File: config.mk
export PLATFORM = sky130hd
export DESIGN_NAME = lcd_timing_regs
export DESIGN_NICKNAME = d
export VERILOG_FILES = /design/src/rtl/lcd_timing_regs.sv
export SDC_FILE = /design/constraint.sdc
export NUM_CORES = 1
export LEC_CHECK = 0
export CAP_MARGIN = 20
export CORE_MARGIN = 3
export CORE_UTILIZATION = 45
export DETAILED_ROUTE_END_ITERATION = 12
export HOLD_SLACK_MARGIN = 0.06
export PLACE_DENSITY = 0.78
export SLEW_MARGIN = 15
export SYNTH_ARGS = -nofsm -noshare
export SYNTH_HDL_FRONTEND = slang
export SYNTH_SLANG_ARGS = --single-unit
export TNS_END_PERCENT = 50
File: constraint.sdc
create_clock -name clock -period 2.65 [get_ports clock]
set_input_delay 0.53 -clock clock [delete_from_list [all_inputs] [get_ports clock]]
set_output_delay 0.53 -clock clock [all_outputs]
set_load 0.02 [all_outputs]
File: src/rtl/lcd_timing_regs.sv
`timescale 1ns/1ps
`default_nettype none
// +----------------------------------------------------------------------------+
// | Module  : lcd_timing_regs                                                  |
// | Brief   : LCD timing/status registers FF40-FF45 with line/frame timing,    |
// |           mode decode and VBLANK/STAT interrupt request pulses.            |
// | Revision: 1.0  initial release                                             |
// +----------------------------------------------------------------------------+
module lcd_timing_regs #(
    parameter int DOTS_PER_LINE   = 456,
    parameter int LINES_PER_FRAME = 154,
    parameter int VISIBLE_LINES   = 144,
    parameter int OAM_DOTS        = 80,
    parameter int XFER_DOTS       = 172
) (
    input  logic        clock,
    input  logic        reset,
    input  logic [15:0] addr_ext,
    input  logic [7:0]  data_in,
    input  logic        mem_we,
    input  logic        mem_re,
    output logic [7:0]  data_out,
    output logic        data_oe,
    output logic [7:0]  scy,
    output logic [7:0]  scx,
    output logic [7:0]  lcdc,
    output logic [7:0]  ly,
    output logic [1:0]  mode,
    output logic        vblank_irq,
    output logic        stat_irq
);

    localparam int DOT_W = $clog2(DOTS_PER_LINE);

    localparam logic [DOT_W-1:0] c_DOT_LAST = DOT_W'(DOTS_PER_LINE - 1);
    localparam logic [DOT_W-1:0] c_OAM_END  = DOT_W'(OAM_DOTS);
    localparam logic [DOT_W-1:0] c_XFER_END = DOT_W'(OAM_DOTS + XFER_DOTS);
    localparam logic [7:0]       c_LY_LAST  = 8'(LINES_PER_FRAME - 1);
    localparam logic [7:0]       c_VBL_LINE = 8'(VISIBLE_LINES);
    localparam logic [7:0]       c_LCDC_RST = 8'h91;

    localparam logic [1:0] c_MODE_HBLANK = 2'd0;
    localparam logic [1:0] c_MODE_VBLANK = 2'd1;
    localparam logic [1:0] c_MODE_OAM    = 2'd2;
    localparam logic [1:0] c_MODE_XFER   = 2'd3;

    logic [DOT_W-1:0] dot_q, dot_d;
    logic [7:0]       ly_q, ly_d;
    logic [1:0]       mode_q, mode_d;
    logic [7:0]       lcdc_q, lcdc_d;
    logic [3:0]       stat_q, stat_d;
    logic [7:0]       scy_q, scy_d;
    logic [7:0]       scx_q, scx_d;
    logic [7:0]       lyc_q, lyc_d;
    logic             stat_line_prev_q;

    logic w_sel;
    logic w_wr;
    logic w_coinc;
    logic w_stat_line;

    assign w_sel = (addr_ext[15:3] == 13'h1FE8) && (addr_ext[2:0] <= 3'd5);
    assign w_wr  = w_sel & mem_we;

    always_comb begin
        lcdc_d = lcdc_q;
        stat_d = stat_q;
        scy_d  = scy_q;
        scx_d  = scx_q;
        lyc_d  = lyc_q;
        if (w_wr) begin
            case (addr_ext[2:0])
                3'd0:    lcdc_d = data_in;
                3'd1:    stat_d = data_in[6:3];
                3'd2:    scy_d  = data_in;
                3'd3:    scx_d  = data_in;
                3'd5:    lyc_d  = data_in;
                default: ;
            endcase
        end
    end

    // Timing holds at line 0/dot 0 while disabled and in the cycle it is re-enabled.
    always_comb begin
        dot_d = dot_q;
        ly_d  = ly_q;
        if (!lcdc_d[7] || !lcdc_q[7]) begin
            dot_d = '0;
            ly_d  = '0;
        end else if (dot_q == c_DOT_LAST) begin
            dot_d = '0;
            ly_d  = (ly_q == c_LY_LAST) ? 8'd0 : ly_q + 8'd1;
        end else begin
            dot_d = dot_q + DOT_W'(1);
        end
    end

    always_comb begin
        if (!lcdc_d[7]) begin
            mode_d = c_MODE_HBLANK;
        end else if (ly_d >= c_VBL_LINE) begin
            mode_d = c_MODE_VBLANK;
        end else if (dot_d < c_OAM_END) begin
            mode_d = c_MODE_OAM;
        end else if (dot_d < c_XFER_END) begin
            mode_d = c_MODE_XFER;
        end else begin
            mode_d = c_MODE_HBLANK;
        end
    end

    always_ff @(posedge clock or negedge reset) begin
        if (!reset) begin
            dot_q            <= '0;
            ly_q             <= '0;
            mode_q           <= c_MODE_OAM;
            lcdc_q           <= c_LCDC_RST;
            stat_q           <= '0;
            scy_q            <= '0;
            scx_q            <= '0;
            lyc_q            <= '0;
            stat_line_prev_q <= 1'b0;
        end else begin
            dot_q            <= dot_d;
            ly_q             <= ly_d;
            mode_q           <= mode_d;
            lcdc_q           <= lcdc_d;
            stat_q           <= stat_d;
            scy_q            <= scy_d;
            scx_q            <= scx_d;
            lyc_q            <= lyc_d;
            stat_line_prev_q <= w_stat_line;
        end
    end

    // Interrupt sources work off registered state, so LYC/STAT writes are seen the cycle after.
    assign w_coinc     = (ly_q == lyc_q);
    assign w_stat_line = lcdc_q[7] & ((stat_q[3] & w_coinc)
                                    | (stat_q[2] & (mode_q == c_MODE_OAM))
                                    | (stat_q[1] & (mode_q == c_MODE_VBLANK))
                                    | (stat_q[0] & (mode_q == c_MODE_HBLANK)));

    assign stat_irq   = w_stat_line & ~stat_line_prev_q;
    assign vblank_irq = lcdc_q[7] & (ly_q == c_VBL_LINE) & (dot_q == '0);

    always_comb begin
        data_out = 8'h00;
        if (w_sel) begin
            case (addr_ext[2:0])
                3'd0:    data_out = lcdc_q;
                3'd1:    data_out = {1'b1, stat_q, w_coinc, mode_q};
                3'd2:    data_out = scy_q;
                3'd3:    data_out = scx_q;
                3'd4:    data_out = ly_q;
                3'd5:    data_out = lyc_q;
                default: data_out = 8'h00;
            endcase
        end
    end

    assign data_oe = w_sel & mem_re & ~mem_we;

    assign scy  = scy_q;
    assign scx  = scx_q;
    assign lcdc = lcdc_q;
    assign ly   = ly_q;
    assign mode = mode_q;

endmodule
`default_nettype wire

; Yosys cells after proc, flatten, opt, wreduce, memory -nomap -nowiden
; Index checks and enable logic that the tools add are counted.
; W data, S select, Z words.
[word_totals]
word_cells = 69
in_bits = 28
register_bits = 56
out_inout_bits = 45
[classes]
eq_ne = 12
addsub = 2
bitwise_logic = 16
mux = 13
reduce_logical = 12
magnitude_cmp = 4
[op_table]
columns = op, n
row1 = $mux W8, 6
row2 = $pmux W8 S6, 1
row3 = $mux W9, 2
row4 = $eq A8 B8 Y1 const B, 2
row5 = $eq A13 B13 Y1 const B, 1
row6 = $and A1 B1 Y1, 11
row7 = $reduce_and A2 Y1, 5
row8 = $add A9 B1 Y9 const B, 1
row9 = $eq A9 B9 Y1 const B, 1
row10 = $logic_not A9 Y1, 1
row11 = $lt A9 B7 Y1 const B, 1
row12 = $lt A9 B8 Y1 const B, 1
row13 = $add A8 B1 Y8 const B, 1
row14 = $eq A8 B8 Y1, 1
row15 = $ge A8 B8 Y1 const B, 1
row16 = $mux W2, 4
row17 = $eq A3 B2 Y1 const B, 2
row18 = $eq A3 B3 Y1 const B, 2
row19 = $eq A3 B1 Y1 const B, 1
row20 = $le A3 B3 Y1 const B, 1
row21 = $logic_not A3 Y1, 1
row22 = $or A1 B1 Y1, 3
row23 = $eq A2 B1 Y1 const B, 1
row24 = $eq A2 B2 Y1 const B, 1
row25 = other kinds (5), 7

; Depth between registers and ports, before layout
[logic_depth]
word_depth = 12
depth_mapped = 7
ltp_nobuf = 6

; Least setup slack after synthesis
; No wires, ideal clock.
[synth_path]
path_type = register -> register
from = register dot_q[3]
to = register mode_q[0], in the netlist mode[0]
arrival_ns = 2.271
setup_slack_ns = 0.315
n_path_buf = 1
stages_incl_launch_ff = 7
synth_period_minus_slack_ns = 2.335
t_required_ns = 2.586
setup_ns = 0.064
cell_sequence = dfrtp_1 > buf_6 > or4b_4 > nor3_1 > mux2_2 > or4_4 > a21bo_1
[synth_between]
elab_chain_len = 8
elab_cells_between_ends = 13
classes_between = add/sub: 1 / order compare: 3 / eq/ne: 1 / mux: 8
[synth_rtl]
columns = item, line_no
row1 = "start, declared", 47  ; logic [DOT_W-1:0] dot_q, dot_d;
row2 = "start signal, assigned", 124  ; dot_q <= dot_d;
row3 = $add A9 B1 Y9 or $eq A9 B9 Y1 (tied branches), "94, 90"
row4 = $mux W9, 90  ; end else if (dot_q == c_DOT_LAST) begin
row5 = $mux W9, 87  ; if (!lcdc_d[7] || !lcdc_q[7]) begin
row6 = $lt A9 B8 Y1, 105  ; end else if (dot_d < c_XFER_END) begin
row7 = $mux W2, 105
row8 = $mux W2, 103  ; end else if (dot_d < c_OAM_END) begin
row9 = $mux W2 *, 101  ; end else if (ly_d >= c_VBL_LINE) begin
row10 = $mux W2 *, 99  ; if (!lcdc_d[7]) begin
row11 = via mode_d[0], 49  ; logic [1:0] mode_q, mode_d;
row12 = "end signal, assigned", 116  ; mode_q <= c_MODE_OAM;
row13 = "end signal, assigned", 126  ; mode_q <= mode_d;
row14 = "end, declared", 49
; Mark *: on every way through the listed nets, which the timed path passes. The rest lies on a longest branch.
; A chain may end at the register's enable or synchronous reset.

; Worst setup path after layout
[layout_path]
from = input addr_ext[5]
to = output data_oe
[layout_between]
elab_chain_len = 4
[layout_rtl]
columns = item, line_no
row1 = "start, declared", 18  ; input logic [15:0] addr_ext,
row2 = $eq A13 B13 Y1, 62  ; assign w_sel = (addr_ext[15:3] == 13'h1FE8) && (addr_ext[2:0] <= 3'd5);
row3 = $logic_and A1 B1 Y1, 62
row4 = $and A1 B1 Y1 (2 in a row), 161  ; assign data_oe = w_sel & mem_re & ~mem_we;
row5 = "end, declared", 23  ; output logic data_oe,
; No other way between the ends.

==> metrics.txt <==
post-route fraction of the period consumed by the critical path 95.74%; critical-path maximum fanout 7; Primary FF master, synth dfrtp_1; CP Launch Type input pin; global-route wire length before repair 15,240 um; number of global-route vias before repair 3,046; number of search-and-repair iterations in the first detailed-routing pass 4; Tightest Hold Check Type in2async; maximum buffer depth of the clock tree 2; boundary pin count 73; post-synth cell types 59; synthesized flop and latch total 56; number of buffers inserted by hold repair at cts 0; number of hold violations in the final report 0; status finished clean; largest clock skew in the final design 0.008804 ns; critical path class in2out; count of nets left with antenna violations after detail routing 0; share of final-layout standard cells stronger than drive strength 1 between 30 and 40%; cells on worst reg2reg path 5; ratio of routed vias to standard cells 5.595; placed wire-length estimate after detailed placement 7153 um; clock network latency to the later pin of the worst-skew pair 0.32 ns; crit end category primary output; total chip power 1.475 mW; syn nets roughly 350; full die area 8452 sq um; post-synthesis cell count around 310; global placer's final weighted congestion 0.8784; via count about 2,900; per-cell routed wire length 17.67 um; max-slew headroom at the worst pin a little over two thirds; r2r startpoint dot_q[3]$_DFF_PN0_; Initial Utilization 47.60%; final core utilization roughly two thirds; wire length after detailed routing 9257 um; Port-buffer cells between 70 and 80; synthesis warning total 0; post-CTS clock slew at the launch and capture registers of the worst setup and hold paths 0.10 ns; post-route minimum period 2.537 ns; signed area change from the synthesized netlist to the final layout 36.67%; maximum achievable frequency ~400 MHz; standard cell core area ~7000 sq um; clock buffer count from CTS 5; EDFF count, synth 0; die span in x 91.94 um; depth of the CTS H-tree 2; Async SR Flop Fraction 100.0%; DRC errors left 0; CTS tree yes; die height 91.94 um; number of failing setup endpoints in the final timing report 0; nets 460; # clock sinks 56; endpoint of the most critical register-to-register path mode[0]$_DFF_PN0_; per-instance average area after synthesis 10.62 sq um; Synth Cell Area 3323 sq um; transition time at the pin with the least slew margin 0.4523 ns; largest net degree at the start of global routing 25; GRT Util Overall 22.61%; worst voltage drop across the vdd grid 0.1733 mV; root cell of the clock tree clkbuf_8; total negative slack 0 ns; antenna violations before repair 0; number of standard cells in the final layout excluding fillers 524; leading cell types in the layout, fill and taps excluded 58 x clkdlybuf4s50_1, 52 x dfrtp_1, 47 x buf_4; power density relative to cell area 324.7 nW/um^2; row cnt 30; Critical Path RT 2.12 ns; leakage power figure 2.013 nW; antenna cell count 0; total congestion overflow after global routing 0; Iteration-0 DRC Markers 170; placed insts ~510; final-report max-slew violation count 0; most common cell after layout, fill and taps aside clkdlybuf4s50_1; R2R Setup Slk 0.25 ns; Max Cap Violations 0; Crit path arrival time around 2.0 ns; share of the yosys chip area belonging to registers a little over two fifths
[Yosys cell counts (2+ instances only)]
cell      instances  area, sq um
nor2b_1           2        12.51
mux2_2           37        416.7
nor2_1           32        120.1
nor4b_1           3        26.28
inv_1             6        22.52
nand2b_1          5        31.28
nand4_1           6        37.54
clkbuf_8          2        27.53
xor2_1            6        52.55
and2_1            7        43.79
ha_1              5        62.56
buf_2             2        10.01
o221ai_1          5        43.79
nand3_1          13        65.06
a21oi_1          10        50.05
clkbuf_1          2        7.510
nor3_1           11        55.05
nor3b_1           3        22.52
xnor2_1          17        148.9
dfstp_2           4        105.1
o31ai_1           3        22.52
buf_1             4        15.01
buf_6             4        45.04
dfrtp_1          52         1301
or3_2             2        15.01
a31oi_1           2        12.51
nor3_2            2        20.02
or2_2             2        12.51
mux2i_1          16        160.2
nand2_1          19        71.32
[sequential cells by signal (all words and copies together), names as in the netlist]
| register | cells |
|---|---|
| dot_q | 9 |
| lcdc | 8 |
| ly | 8 |
| lyc_q | 8 |
| scx | 8 |
| scy | 8 |
| stat_q | 4 |
| mode | 2 |
| stat_line_prev_q | 1 |
[how the worst max path moves through the flow]
| stage | startpoint | end | cells past startpoint |
|---|---|---|---|
| global placement | addr_ext[8] | data_oe | 7 |
| CTS | addr_ext[2] | data_out[2] | 6 |
| detailed placement | addr_ext[8] | data_out[2] | 6 |
| floorplan | dot_q[3]$_DFF_PN0_ | mode[0]$_DFF_PN0_ | 6 |
| global route | addr_ext[6] | data_oe | 7 |
| finish | addr_ext[5] | data_oe | 7 |
[layout make-up]
class	count	area [sq um]
Fill cell	577	2440
Multi-Input combinational cell	236	1823
Sequential cell	56	1406
Timing Repair Buffer	122	1079
Tap cell	96	120.1
Clock buffer	5	68.82
Clock inverter	3	22.52
Inverter	6	22.52
[routing by layer]
layer  up-vias  routed length, um  track usage [%]
met1      1442               3781            28.12
met4         0                211            7.178
met5         -                  0                0
li1       1357                  -                -
met3        16                667            5.086
met2       117               4596            38.93
[repair_timing]
item | 4_1_cts | 5_1_grt
buffers inserted | 2 | 0
gates cloned | 1 | 0
pin swaps | 0 | 3
resized for setup | 35 | 22
setup endpoints to repair | 11 | 18
[stage by stage]
| step | area [sq um] | setup slack, ns | hold slack (ns) |
|---|---|---|---|
| 6_report | 4542 | 0.1128 | 0.1402 |
| 5_1_grt | 4542 | -0.01296 | 0.1517 |
| 4_1_cts | 4568 | -0.01388 | 0.1425 |
| 3_5_place_dp | 4412 | -0.3810 | 0.4906 |
| 3_3_place_gp | 4412 | -0.3760 | 0.4845 |
| 2_1_floorplan | 3323 | 0.3152 | 0.2344 |
[where the power goes]
group	internal (mW)	switching (mW)	leakage, nW
Sequential	0.854	0.000155	0.768
Combinational	0.0730	0.0653	1.20
Clock	0.190	0.292	0.0485
Total	1.12	0.357	2.01
[worst max-delay path: stages]
cell and delay [ns]:
clkdlybuf4s50_1 0.44, nor4bb_4 0.33, nand3_2 0.12, nor2_1 0.12
buf_4 0.16, and3b_1 0.15, buf_2 0.16
[cells by family (layout without fill, tap and decap cells)]
kind of cell | after synthesis | count (layout) | synth area share (%)
flip-flops | 56 | 56 | 42.32
AND/OR/NAND/NOR | 122 | 122 | 20.75
multiplexers | 54 | 54 | 18.03
AO/OA/AOI/OAI | 32 | 32 | 6.890
XOR/XNOR | 23 | 23 | 6.062
adder cells (fa/ha/maj) | 5 | 5 | 1.883
buffers and inverters | 21 | 136 | 4.066
No activity file was read; power rests on OpenSTA's default activity.
==> edit: new RTL, same flow settings <==
Make the reset (`reset`) synchronous in one clocked block.
--- a/src/rtl/lcd_timing_regs.sv
+++ b/src/rtl/lcd_timing_regs.sv
@@ -109,7 +109,7 @@
         end
     end
 
-    always_ff @(posedge clock or negedge reset) begin
+    always_ff @(posedge clock) begin
         if (!reset) begin
             dot_q            <= '0;
             ly_q             <= '0;
Check against the original RTL: differs if reset is asserted again (counterexample within 4 cycles, from zero or initial values and one cycle with reset low); with reset held inactive, the same outputs for 4 cycles.
==> edit against the original RTL <==
  * Combinational power rose by 16%
  * Worst setup slack worse by 0.018 ns
  * Total power rose by 7.1%
  * Area after synthesis down 2.7%
  * Sequential cell count is the same
  * Synthesized cell count is 11% higher
  * Wire length is 9.9% lower
  * Cell count decreased by 0.38%
  * Die area down 2.5%
  * Global-route usage shrank 2.4 points
  * Clock power grew 18%
  * Cell area decreased by 5.9%
  * Largest cell class unchanged
==> edit: results (changes against the original RTL) <==
| Metric | Value |
|---|---|
| Outcome | completed (unchanged) |
| R2r setup slk | 0.66 ns (was 0.25 ns) |
| Crit path time final | 2.56 ns (was 2.54 ns) |
| Worst R2R Path Depth | 7 (was 5) |
| Synth top area cells | dfxtp_1 35%, mux2i_1 14%, nor2b_1 7.0% (was dfrtp_1 39%, mux2_2 13%, mux2i_1 4.8%) |
| Sequential fraction of the synthesis area | 0.347 (was 0.423) |
| Largest stage delay, worst path | 0.46 ns (was 0.44 ns) |
| Layout clock area frac | 0.0269 (was 0.0201) |
| Vias per std cell | 5.35 (was 5.60) |
| Metal-1 WL | 3620 microns (was 3780 microns) |
| Buffers, non-clock | 99 (was 122) |
| Pre-CTS setup slack | -0.404 ns (was -0.381 ns) |
| Worst hold-check path type | reg2reg (was in2async) |
| Final setup skew | 0.0118 ns (was 0.00880 ns) |
| Post-route insts no fill | 522 (was 524) |
| Routability cong. | 0.845 (was 0.878) |
| Predominant post-synthesis flop cell | dfxtp_1 (was dfrtp_1) |
| Cell variety after synth | 56 (was 59) |
| Tot GR Track Use | 0.202 (was 0.226) |
| Placed cell areas | 4140 sq um (was 4410 sq um) |
| Compound-Gate Fraction of Synth Area | 0.0824 (was 0.0689) |
| GR Util met2 | 0.346 (was 0.389) |
| GR Util met3 | 0.0392 (was 0.0509) |
| Post-Syn Area per Cell | 9.32 sq um (was 10.6 sq um) |
| Largest net degree at the start of global routing | 39 (was 25) |
| Fillers | 586 (was 577) |
| Seq. cell area | 1120 sq um (was 1410 sq um) |
| Final hold slack | 0.470 ns (was 0.140 ns) |
| WL final | 8340 microns (was 9260 microns) |
| CP Launch Point | addr_ext[10] (was addr_ext[5]) |
| Non-clock buffer area fraction after layout | 0.223 (was 0.237) |
| Post-synthesis mux area share | 0.167 (was 0.180) |
| Seq Cell Count | 56 (unchanged) |
| Fin area | 4280 sq um (was 4540 sq um) |
-- edit: cell count changes in the layout (fill, tap and decap cells not counted), sizes merged, moves of 5 or more --
| cell | change |
|---|---|
| a221oi | +6 |
| nand2 | -6 |
| nor2b | +34 |
| dlygate4sd2 | +6 |
| nor3 | -6 |
| dfxtp | +56 |
| nand3 | -7 |
| buf | -32 |
| dfrtp | -52 |
| mux2 | -29 |
| mux2i | +29 |
| nor2 | +9 |
| o221ai | -5 |
| and3 | +5 |
-- edit: repair_timing --
action	in CTS	in global routing
buffers inserted	0	0
pin swaps	0	0
gates resized for setup	19	11
gates cloned	1	0
setup endpoints to repair	11	10
-- edit: cells by family after synthesis --
logic type,Yosys count
AND/OR/NAND/NOR,143
flip-flops,56
multiplexers,53
AO/OA/AOI/OAI,33
buffers and inverters,33
XOR/XNOR,24
adder cells (fa/ha/maj),5
-- edit: power by group --
group / total, uW / switching, uW / internal [uW]
clock: 570 / 285 / 285
sequential: 849 / 4.45 / 845
combinational: 160 / 72.2 / 88.0
